`src/rtl/sumador_serial_nbits.sv`:
```
// rtl/sumador_serial_nbits.sv - digit-serial two's-complement adder with ALU-style status flags
// Adds one K-bit digit per clock; Q and flags load only on the edge entering FIN.
module sumador_serial_nbits #(
  parameter int N = 32,
  parameter int K = 8
) (
  input  logic         clk,
  input  logic         rst,
  input  logic         start,
  input  logic [N-1:0] A,
  input  logic [N-1:0] B,
  output logic         busy,
  output logic         done,
  output logic [N-1:0] Q,
  output logic         negativo,
  output logic         zero,
  output logic         overflow,
  output logic         carry
);

  localparam int M  = N / K;
  localparam int CW = (M > 1) ? $clog2(M) : 1;

  localparam logic [1:0] IDLE = 2'd0;
  localparam logic [1:0] SUMA = 2'd1;
  localparam logic [1:0] FIN  = 2'd2;

  logic [1:0]    state_q, state_d;
  logic [N-1:0]  a_q, a_d, b_q, b_d;
  logic [N-1:0]  sum_q, sum_d;
  logic [CW-1:0] cnt_q, cnt_d;
  logic          cy_q, cy_d;
  logic [N-1:0]  q_q, q_d;
  logic          neg_q, neg_d, zero_q, zero_d, ovf_q, ovf_d, carry_q, carry_d;

  logic [K-1:0]  dig_a, dig_b;
  logic [K:0]    dig_sum;
  logic          last_dig;

  assign dig_a    = a_q[cnt_q*K +: K];
  assign dig_b    = b_q[cnt_q*K +: K];
  assign dig_sum  = {1'b0, dig_a} + {1'b0, dig_b} + {{K{1'b0}}, cy_q};
  assign last_dig = (cnt_q == CW'(M - 1));

  always_comb begin
    state_d = state_q;
    a_d     = a_q;
    b_d     = b_q;
    sum_d   = sum_q;
    cnt_d   = cnt_q;
    cy_d    = cy_q;
    q_d     = q_q;
    neg_d   = neg_q;
    zero_d  = zero_q;
    ovf_d   = ovf_q;
    carry_d = carry_q;
    case (state_q)
      IDLE, FIN: begin
        if (start) begin
          a_d     = A;
          b_d     = B;
          cy_d    = 1'b0;
          cnt_d   = '0;
          state_d = SUMA;
        end else begin
          state_d = IDLE;
        end
      end
      SUMA: begin
        sum_d[cnt_q*K +: K] = dig_sum[K-1:0];
        cy_d = dig_sum[K];
        // The counter stops at M-1; leaving SUMA is what bounds it.
        if (last_dig) begin
          state_d = FIN;
          q_d     = sum_d;
          neg_d   = sum_d[N-1];
          zero_d  = (sum_d == '0);
          ovf_d   = (a_q[N-1] == b_q[N-1]) && (sum_d[N-1] != a_q[N-1]);
          carry_d = dig_sum[K];
        end else begin
          cnt_d = cnt_q + 1'b1;
        end
      end
      default: state_d = IDLE;
    endcase
  end

  always_ff @(posedge clk) begin
    if (rst) begin
      state_q <= IDLE;
      a_q     <= '0;
      b_q     <= '0;
      sum_q   <= '0;
      cnt_q   <= '0;
      cy_q    <= 1'b0;
      q_q     <= '0;
      neg_q   <= 1'b0;
      zero_q  <= 1'b0;
      ovf_q   <= 1'b0;
      carry_q <= 1'b0;
    end else begin
      state_q <= state_d;
      a_q     <= a_d;
      b_q     <= b_d;
      sum_q   <= sum_d;
      cnt_q   <= cnt_d;
      cy_q    <= cy_d;
      q_q     <= q_d;
      neg_q   <= neg_d;
      zero_q  <= zero_d;
      ovf_q   <= ovf_d;
      carry_q <= carry_d;
    end
  end

  assign busy     = (state_q == SUMA);
  assign done     = (state_q == FIN);
  assign Q        = q_q;
  assign negativo = neg_q;
  assign zero     = zero_q;
  assign overflow = ovf_q;
  assign carry    = carry_q;

endmodule

```
`config.mk`:
```
export PLATFORM = sky130hd
export DESIGN_NAME = sumador_serial_nbits
export DESIGN_NICKNAME = d
export VERILOG_FILES = /design/src/rtl/sumador_serial_nbits.sv
export SDC_FILE = /design/constraint.sdc
export NUM_CORES = 1
export LEC_CHECK = 0
export BUFFER_PORTS_ARGS = -buffer_cell sky130_fd_sc_hd__buf_2
export CAP_MARGIN = 20
export CORE_AREA = 2 2 114 127
export DETAILED_ROUTE_END_ITERATION = 10
export DIE_AREA = 0 0 116 129
export PLACE_DENSITY_LB_ADDON = 0.1
export SLEW_MARGIN = 20
export SYNTH_ARGS = -nofsm -noshare
export SYNTH_HDL_FRONTEND = slang
export SYNTH_SLANG_ARGS = --single-unit
```
`constraint.sdc`:
```
create_clock -name clk -period 4.3 [get_ports clk]
set_input_delay 0.645 -clock clk [delete_from_list [all_inputs] [get_ports clk]]
set_output_delay 0.645 -clock clk [all_outputs]
set_load 0.01 [all_outputs]
```
==> results.yml, run 1 <==
status:
  status: "finished clean"
detailed_routing:
  first_iter_violations: 305
  post_drt_wl_per_cell_um: 16.6
  drt_pass1_iterations: 5
  drt.antenna.violating_nets: 0
  vias: 5289
  drc: 0
  avgViaCountPerCell: 5.42
  routed_wl_um: 16200
yosys:
  synth.area.top_cells: "dfxtp_1 (45%), nand2_1 (8.4%), a211oi_1 (6.8%), a21oi_1 (6.3%), mux4_2 (6.0%)"
  synthArstFlopShare_pct: 0
  syn_area_sq_um: 6050
  synthMuxAreaShare_pct: 6.29
  ys_ff_latch: 136
  synth_top_family_by_area: "compound AO/OA/AOI/OAI gates"
  synth_top_area_share_pct: 45.0
  synth_edf_count: 0
  synth-simple-area-share_pct: 19.9
  syn_nets: 783
  synth_compound_area_share_pct: 21.1
  synth_seq_area_share_pct: 45.0
  synth_warnings: 0
  synth_area_per_cell_sq_um: 8.63
  synth_top_cell_by_area: "dfxtp_1"
  synthAdderAreaFrac_pct: 3.35
  ys.flop_type: "dfxtp_1"
  synth_xor_area_share_pct: 0.145
  ys_types: 57
  synth_cells: 701
global_route:
  antenna_found_initial: 0
  grt-ovfl-total: 0
  grt_max_degree: 78
  track_usage_pct: 23.0
  grt_pass1_wl_um: 26400
  grt_pass1_vias: 5102
timing:
  fmax_ghz: 0.264
  rsz0062_at_grt: "no"
  slew_viol_final: 0
  worst_slew_pin_slew_ps: 812
  final.min_clock_period_ps: 3790
  fin_crit_sh_pct: 88.2
  hold_viol: 0
  tns_ps: 0
  setup_viol: 0
  skew_ps: 10.8
  max_slew_margin_pct: 45.5
  worst_slack_ps: 507
critical_path:
  path_class: "register to register"
  worst_setup_path_start_kind: "register"
  cp_max_fo: 9
  end_kind: "register"
  crit_arrival_ps: 4120
  critPathRequiredTime_ps: 4630
job:
  cap_violations: 0
placement:
  pre_cts_slack_ps: 532
  gp_congestion: 0.931
  io_buffers: 104
  dp_hpwl_um: 11500
floorplanning:
  die_w_um: 116
  die_y_um: 129
  ioPinCount: 105
  initial_core_util_pct: 44.4
  core_area_sq_um: 13600
  dieArea_sq_um: 15000
  fp-row-count: 45
clocking:
  cts_resized: 0
  cts_tree: "yes"
  clk-insertion-delay-late_ps: 430
  cts_setup_buffers: 0
  clkTransAtPathRegs_ps: 60
  cts_buffer_depth: 2
  holdBufCountCts: 0
  clock-root-buffer: "clkbuf_16"
  cts-htree-levels: 4
  clock-sinks: 136
  numCtsBuffers: 17
final_layout:
  antennaDiodeCount: 0
  fillers: 1334
  drive_gt1_share_pct: 21.1
  nNetsFinal: 859
  areaGrowthSynthToFinish_pct: 20.4
power:
  seqPwrFrac_pct: 41.1
  leakage_nw: 2.85
  p_int_mw: 2.50
  power.density_nw_per_um2: 457
  p_comb_share_pct: 12.9
  peakVddDrop_mv: 0.251
  p_sw_mw: 0.834
  swShare_pct: 25.0
  pwr-share-clk_pct: 46.0
worst_hold_path:
  hp-class: "primary input to register"
[critical path: stages (launching register included)]
cell and delay, ps:
dfxtp_1 680, mux4_2 590, fa_1 470, a211oi_2 440
o21ai_0 210, and3_1 200, a311oi_1 640, nand3_1 190
o31ai_1 280
[per-layer routing]
metal	share of wire [%]	global-route usage, %	wire (um)
met5	0	0	0
met4	3.1	10.5	494
met3	4.5	6.03	735
met2	49	37.5	7960
met1	43	28.5	6980
[final timing paths]
kind,depth (start not counted),slack (ps),to,start
min,3,450,b_q[28]$_SDFFE_PP0P_,B[28]
min reg2reg,2,450,b_q[14]$_SDFFE_PP0P_,b_q[14]$_SDFFE_PP0P_
max,8,510,zero$_SDFFE_PP0P_,cnt_q[0]$_SDFFE_PP0P_
max reg2reg,8,510,zero$_SDFFE_PP0P_,cnt_q[0]$_SDFFE_PP0P_
[cell type report]
cell class	instances	area, sq um	area share (%)
Multi-Input combinational cell	502	3100	42.5
Sequential cell	136	2720	37.4
Tap cell	188	235	3.23
Inverter	9	33.8	0.464
Clock buffer	23	478	6.56
Timing Repair Buffer	111	576	7.90
Clock inverter	7	143	1.96
[power groups by stage]
stage	logic [mW]	clock network [mW]	registers (mW)
after CTS	0.428	1.56	1.37
after detailed placement	0.425	0	1.40
after global placement	0.416	0	1.39
final	0.430	1.53	1.37
after floorplan	0.306	0	1.38
after global routing	0.474	1.62	1.38
[registers in the layout, summed over array words and instances, names as in the netlist]
register and cells:
zero 1, overflow 1, cnt_q 2, sum_q 32
state_q 2, b_q 32, carry 1, a_q 32
cy_q 1, Q 32
[stage by stage]
stage | cells | hold slack [ps] | power, mW | utilization [%] | area [sq um]
6_report | 976 | 450 | 3.33 | 53.5 | 7280
5_1_grt | 976 | 448 | 3.47 | 53.5 | 7280
4_1_cts | 976 | 436 | 3.36 | 53.5 | 7280
3_5_place_dp | 946 | 446 | 1.82 | 48.9 | 6660
3_3_place_gp | 946 | 443 | 1.81 | 48.9 | 6660
2_1_floorplan | 701 | 433 | 1.68 | - | 6050
[kinds of logic (layout without fill, tap and decap cells)]
logic type                 count (synthesis)  after routing
xor gates and xnor gates                   1              1
adders and majority gates                 15             15
AOI/OAI and AO/OA                        193            193
buffers and inverters                     63            150
DFF                                      136            136
muxes                                     18             18
and+or+nand+nor                          275            275
[Yosys cell counts (all sizes together) (2+ instances only)]
cell type / instances
o211ai: 3
nor2b: 7
and4bb: 3
nor4: 5
mux2i: 2
a21oi: 76
or3: 2
nand4: 2
a211oi: 57
o21ai: 12
nand3b: 4
nor3: 10
nand3: 4
and3: 5
o22ai: 4
nand2: 136
a22oi: 13
clkbuf: 35
buf: 19
a21o: 3
dfxtp: 136
inv: 9
fa: 2
a32oi: 10
and2: 3
nor2: 83
nor3b: 2
ha: 13
nand2b: 2
a221oi: 6
mux4: 16
[cells in the final DEF (no fill, tap or decap), drive strengths merged, types with 5 or more instances in the layout]
master / n
a21oi: 76
a221oi: 6
dfxtp: 136
ha: 13
a22oi: 13
o21ai: 12
nor4: 5
nor2b: 7
nand2: 136
a32oi: 10
inv: 9
clkbuf: 23
nor2: 83
a211oi: 57
mux4: 16
buf: 111
and3: 5
nor3: 10
Note: power is estimated with default switching activity, not from simulation.
==> inputs of run 2 (changes only) <==
PLACE_DENSITY = 0.71   (was unset)
PLACE_DENSITY_LB_ADDON = unset   (was 0.1)
==> run 2 against run 1 <==
Total power fell by 2.6%. Critical endpoint unchanged. Hold slack improved by 2.8 ps. Sequential cell count did not move. Sequential share of layout area rose by 0.097 points. Cell area fell by 0.26%. Utilization fell by 0.14 points. Register-to-register slack improved by 130 ps. Via count rose by 0.91%. Wire length fell by 0.38%. Global-route usage fell by 0.15 points.
==> results.yml, run 2 (same netlist as run 1, synthesis figures left out) <==
status:
  status: "finished clean"
detailed_routing:
  vias: 5337
  avgViaCountPerCell: 5.45
  drc: 0
  routed_wl_um: 16100
  drt_pass1_iterations: 5
  drt.antenna.violating_nets: 0
  first_iter_violations: 393
  post_drt_wl_per_cell_um: 16.4
global_route:
  grt_pass1_wl_um: 26400
  grt_max_degree: 71
  grt_pass1_vias: 5336
  antenna_found_initial: 0
  grt-ovfl-total: 0
  track_usage_pct: 22.8
floorplanning:
  initial_core_util_pct: 44.4
  core_area_sq_um: 13600
  fp-row-count: 45
  die_w_um: 116
  die_y_um: 129
  ioPinCount: 105
  dieArea_sq_um: 15000
timing:
  skew_ps: 13.4
  slew_viol_final: 0
  tns_ps: 0
  worst_slew_pin_slew_ps: 764
  setup_viol: 0
  final.min_clock_period_ps: 3670
  rsz0062_at_grt: "no"
  max_slew_margin_pct: 49.0
  fmax_ghz: 0.273
  worst_slack_ps: 632
  hold_viol: 0
  fin_crit_sh_pct: 85.3
final_layout:
  areaGrowthSynthToFinish_pct: 20.1
  drive_gt1_share_pct: 21.6
  nNetsFinal: 861
  regArea_sq_um: 2720
  mostFrequentLayoutCells: "dfxtp_1 (136), nand2_1 (136), buf_2 (103)"
  multi_input_area_sq_um: 3090
  fin_cells: 980
  fillers: 1309
  antennaDiodeCount: 0
placement:
  dp_hpwl_um: 11400
  gp_congestion: 0.941
  io_buffers: 104
  pre_cts_slack_ps: 676
  dp_cells: 948
worst_hold_path:
  hold_path_depth: 2
  worstHoldStart: "a_q[14]$_SDFFE_PP0P_"
  hp-class: "register to register"
critical_path:
  path_class: "register to register"
  startpoint: "cnt_q[1]$_SDFFE_PP0P_"
  crit_arrival_ps: 4010
  cp_max_fo: 13
  ff2ff_path_depth: 9
  critPathRequiredTime_ps: 4640
  worst_setup_path_start_kind: "register"
  end_kind: "register"
  r2r_start: "cnt_q[1]$_SDFFE_PP0P_"
power:
  leakage_nw: 2.85
  power.density_nw_per_um2: 447
  peakVddDrop_mv: 0.272
  totalPowerFinal_mw: 3.24
clocking:
  numCtsBuffers: 17
  holdBufCountCts: 0
  cts_buffer_depth: 2
  cts_setup_buffers: 0
  cts_tree: "yes"
  clkTransAtPathRegs_ps: 60
  clock-root-buffer: "clkbuf_16"
  clk-insertion-delay-late_ps: 430
  cts-htree-levels: 4
  clock-sinks: 136
  cts_resized: 0
job:
  cap_violations: 0
==> run 2: through the flow <==
stage	hold WS, ps	cell area, sq um	util, %
6_report	453	7270	53.3
5_1_grt	450	7270	53.3
3_3_place_gp	441	6670	49.0
4_1_cts	444	7270	53.3
2_1_floorplan	433	6050	-
3_5_place_dp	447	6670	49.0
==> run 2: path summary, 6_finish.rpt <==
check	end	slack [ps]
max	zero$_SDFFE_PP0P_	630
min	a_q[14]$_SDFFE_PP0P_	450
max reg2reg	zero$_SDFFE_PP0P_	630
min reg2reg	a_q[14]$_SDFFE_PP0P_	450
==> run 2: layout make-up <==
type	instances	area share, %
clock buffers	22	6.53
clock inverters	10	1.62
inverters	9	0.465
multi-input cells	502	42.6
flip-flops and latches	136	37.5
well taps	188	3.24
repair buffers	113	8.13
==> run 2: per-layer routing <==
| metal | global-route usage, % | vias to the layer above | wire, um |
|---|---|---|---|
| li1 | - | 2663 | - |
| met4 | 10.4 | 0 | 451 |
| met2 | 37.7 | 169 | 7750 |
| met5 | 0 | - | 0 |
| met3 | 5.42 | 28 | 911 |
| met1 | 28.3 | 2477 | 7000 |
==> run 2: where the power goes <==
group / internal [mW] / total [mW] / leakage [nW] / switching (mW)
Sequential: 1.32 / 1.37 / 1.11 / 0.0436
Combinational: 0.165 / 0.431 / 1.46 / 0.266
Clock: 0.899 / 1.45 / 0.279 / 0.546
Total: 2.39 / 3.24 / 2.85 / 0.856
==> run 2: critical path: stages, from the launching register on <==
cell,delay (ps)
dfxtp_1,710
mux4_2,420
fa_1,460
fa_1,440
a211oi_2,370
nor4_1,90
nand3b_1,350
a22oi_1,390
nand4_1,130
o31ai_1,220
==> inputs of run 3 (changes only) <==
CORE_AREA = 2 2 103 114   (was 2 2 114 127)
DIE_AREA = 0 0 105 116   (was 0 0 116 129)
PLACE_DENSITY = 0.84   (was 0.71)
==> run 3 against run 2 <==
Critical path depth did not move. Global-route usage increased by 5.2 points. Utilization grew 13 points. Critical path type unchanged.
==> results.yml, run 3 (same netlist as run 1, synthesis figures left out) <==
status:
  status: "finished clean"
placement:
  place_area_sq_um: 6610
  io_buffers: 104
  dp_hpwl_um: 11600
  gp_congestion: 0.949
detailed_routing:
  dr_wl_met3_um: 874
  first_iter_violations: 458
  met2_length_um: 8050
  avgViaCountPerCell: 5.82
  top_layer: "met4"
  drt_pass1_iterations: 6
  routed_wl_um: 16300
  drc: 0
  vias: 5452
  met1Wirelength_um: 6760
  drt.antenna.violating_nets: 0
  post_drt_wl_per_cell_um: 17.4
job:
  cap_violations: 0
global_route:
  grt_pass1_vias: 5287
  grt-ovfl-total: 0
  grt_pass1_wl_um: 26700
  track_usage_pct: 28.0
  antenna_found_initial: 0
  grt_max_degree: 101
final_layout:
  multi_input_area_sq_um: 3090
  nNetsFinal: 859
  antennaDiodeCount: 0
  design_area_sq_um: 7220
  drive_gt1_share_pct: 21.5
  areaGrowthSynthToFinish_pct: 19.4
  mostFrequentLayoutCells: "dfxtp_1 (136), nand2_1 (136), buf_2 (103)"
  fillers: 902
  regArea_sq_um: 2720
timing:
  skew_ps: 8.46
  final.min_clock_period_ps: 3930
  tns_ps: 0
  rsz0062_at_grt: "no"
  fmax_ghz: 0.254
  setup_viol: 0
  fin_crit_sh_pct: 91.5
  worst_slew_pin_slew_ps: 1010
  hold_viol: 0
  slew_viol_final: 0
  max_slew_margin_pct: 32.9
floorplanning:
  ioPinCount: 105
  initial_core_util_pct: 55.4
  core_area_sq_um: 10900
  dieArea_sq_um: 12200
  die_y_um: 116
  die_w_um: 105
  fp-row-count: 40
clocking:
  cts_buffer_depth: 2
  clock-root-buffer: "clkbuf_16"
  clk-insertion-delay-late_ps: 420
  cts-htree-levels: 4
  holdBufCountCts: 0
  cts_resized: 0
  clkTransAtPathRegs_ps: 60
  cts_setup_buffers: 0
  numCtsBuffers: 17
  clock-sinks: 136
  cts_tree: "yes"
critical_path:
  critPathRequiredTime_ps: 4630
  worst_setup_path_start_kind: "register"
  rrSetupSlack_ps: 370
  cp_max_fo: 19
  path_class: "register to register"
  crit_arrival_ps: 4270
  end_kind: "register"
  ff2ff_path_depth: 9
power:
  power.density_nw_per_um2: 457
  peakVddDrop_mv: 0.244
  leakage_nw: 2.84
worst_hold_path:
  hp-class: "register to register"
  hold_path_depth: 2
-- run 3: cell types whose count changed in the layout (fill, tap and decap cells not counted), sizes merged --
cell / before / now
inv: 10 / 9
bufinv: 2 / 3
clkinvlp: 4 / 5
buf: 113 / 111
clkbuf: 22 / 21
-- run 3: worst max-delay path: stages, from the launching register on --
cell and delay [ps]:
dfxtp_1 790, mux4_2 610, fa_1 470, fa_1 430, a211oi_2 380, nor4_1 90, nand3b_1 350, a22oi_1 390
nand4_1 140, o31ai_1 200
-- run 3: report_power, final --
part	switching, mW	internal (mW)	total (mW)	leakage (nW)
clock	0.545	0.956	1.50	0.287
sequential	0.0490	1.32	1.37	1.11
combinational	0.263	0.164	0.426	1.45
-- run 3: cell type report --
cell class	count	area share (%)
Inverter	9	0.468
Timing Repair Buffer	111	7.97
Clock inverter	11	2.03
Clock buffer	21	6.51
Sequential cell	136	37.7
Tap cell	147	2.55
Multi-Input combinational cell	502	42.8
-- run 3: path summary, 6_finish.rpt --
path,from,to
setup reg to reg,cnt_q[0]$_SDFFE_PP0P_,zero$_SDFFE_PP0P_
setup / recovery,cnt_q[0]$_SDFFE_PP0P_,zero$_SDFFE_PP0P_
hold / removal,b_q[16]$_SDFFE_PP0P_,b_q[16]$_SDFFE_PP0P_
hold reg to reg,b_q[16]$_SDFFE_PP0P_,b_q[16]$_SDFFE_PP0P_
-- run 3: through the flow --
| stage | setup WS, ps | util (%) | std cells | power, mW | hold WS [ps] |
|---|---|---|---|---|---|
| 3_5_place_dp | 447 | 60.6 | 905 | 1.82 | 448 |
| 3_3_place_gp | 554 | 60.6 | 905 | 1.80 | 441 |
| 2_1_floorplan | 642 | - | 701 | 1.68 | 433 |
| 6_report | 366 | 66.2 | 937 | 3.30 | 455 |
| 5_1_grt | 68.6 | 66.2 | 937 | 3.42 | 469 |
| 4_1_cts | 412 | 66.2 | 937 | 3.31 | 456 |
-- run 3: routing by layer --
layer  up-vias  global-route usage (%)
li1       2654                       -
met2       202                    49.2
met3        37                    4.72
met1      2559                    33.8
met5         -                       0
met4         0                    13.3
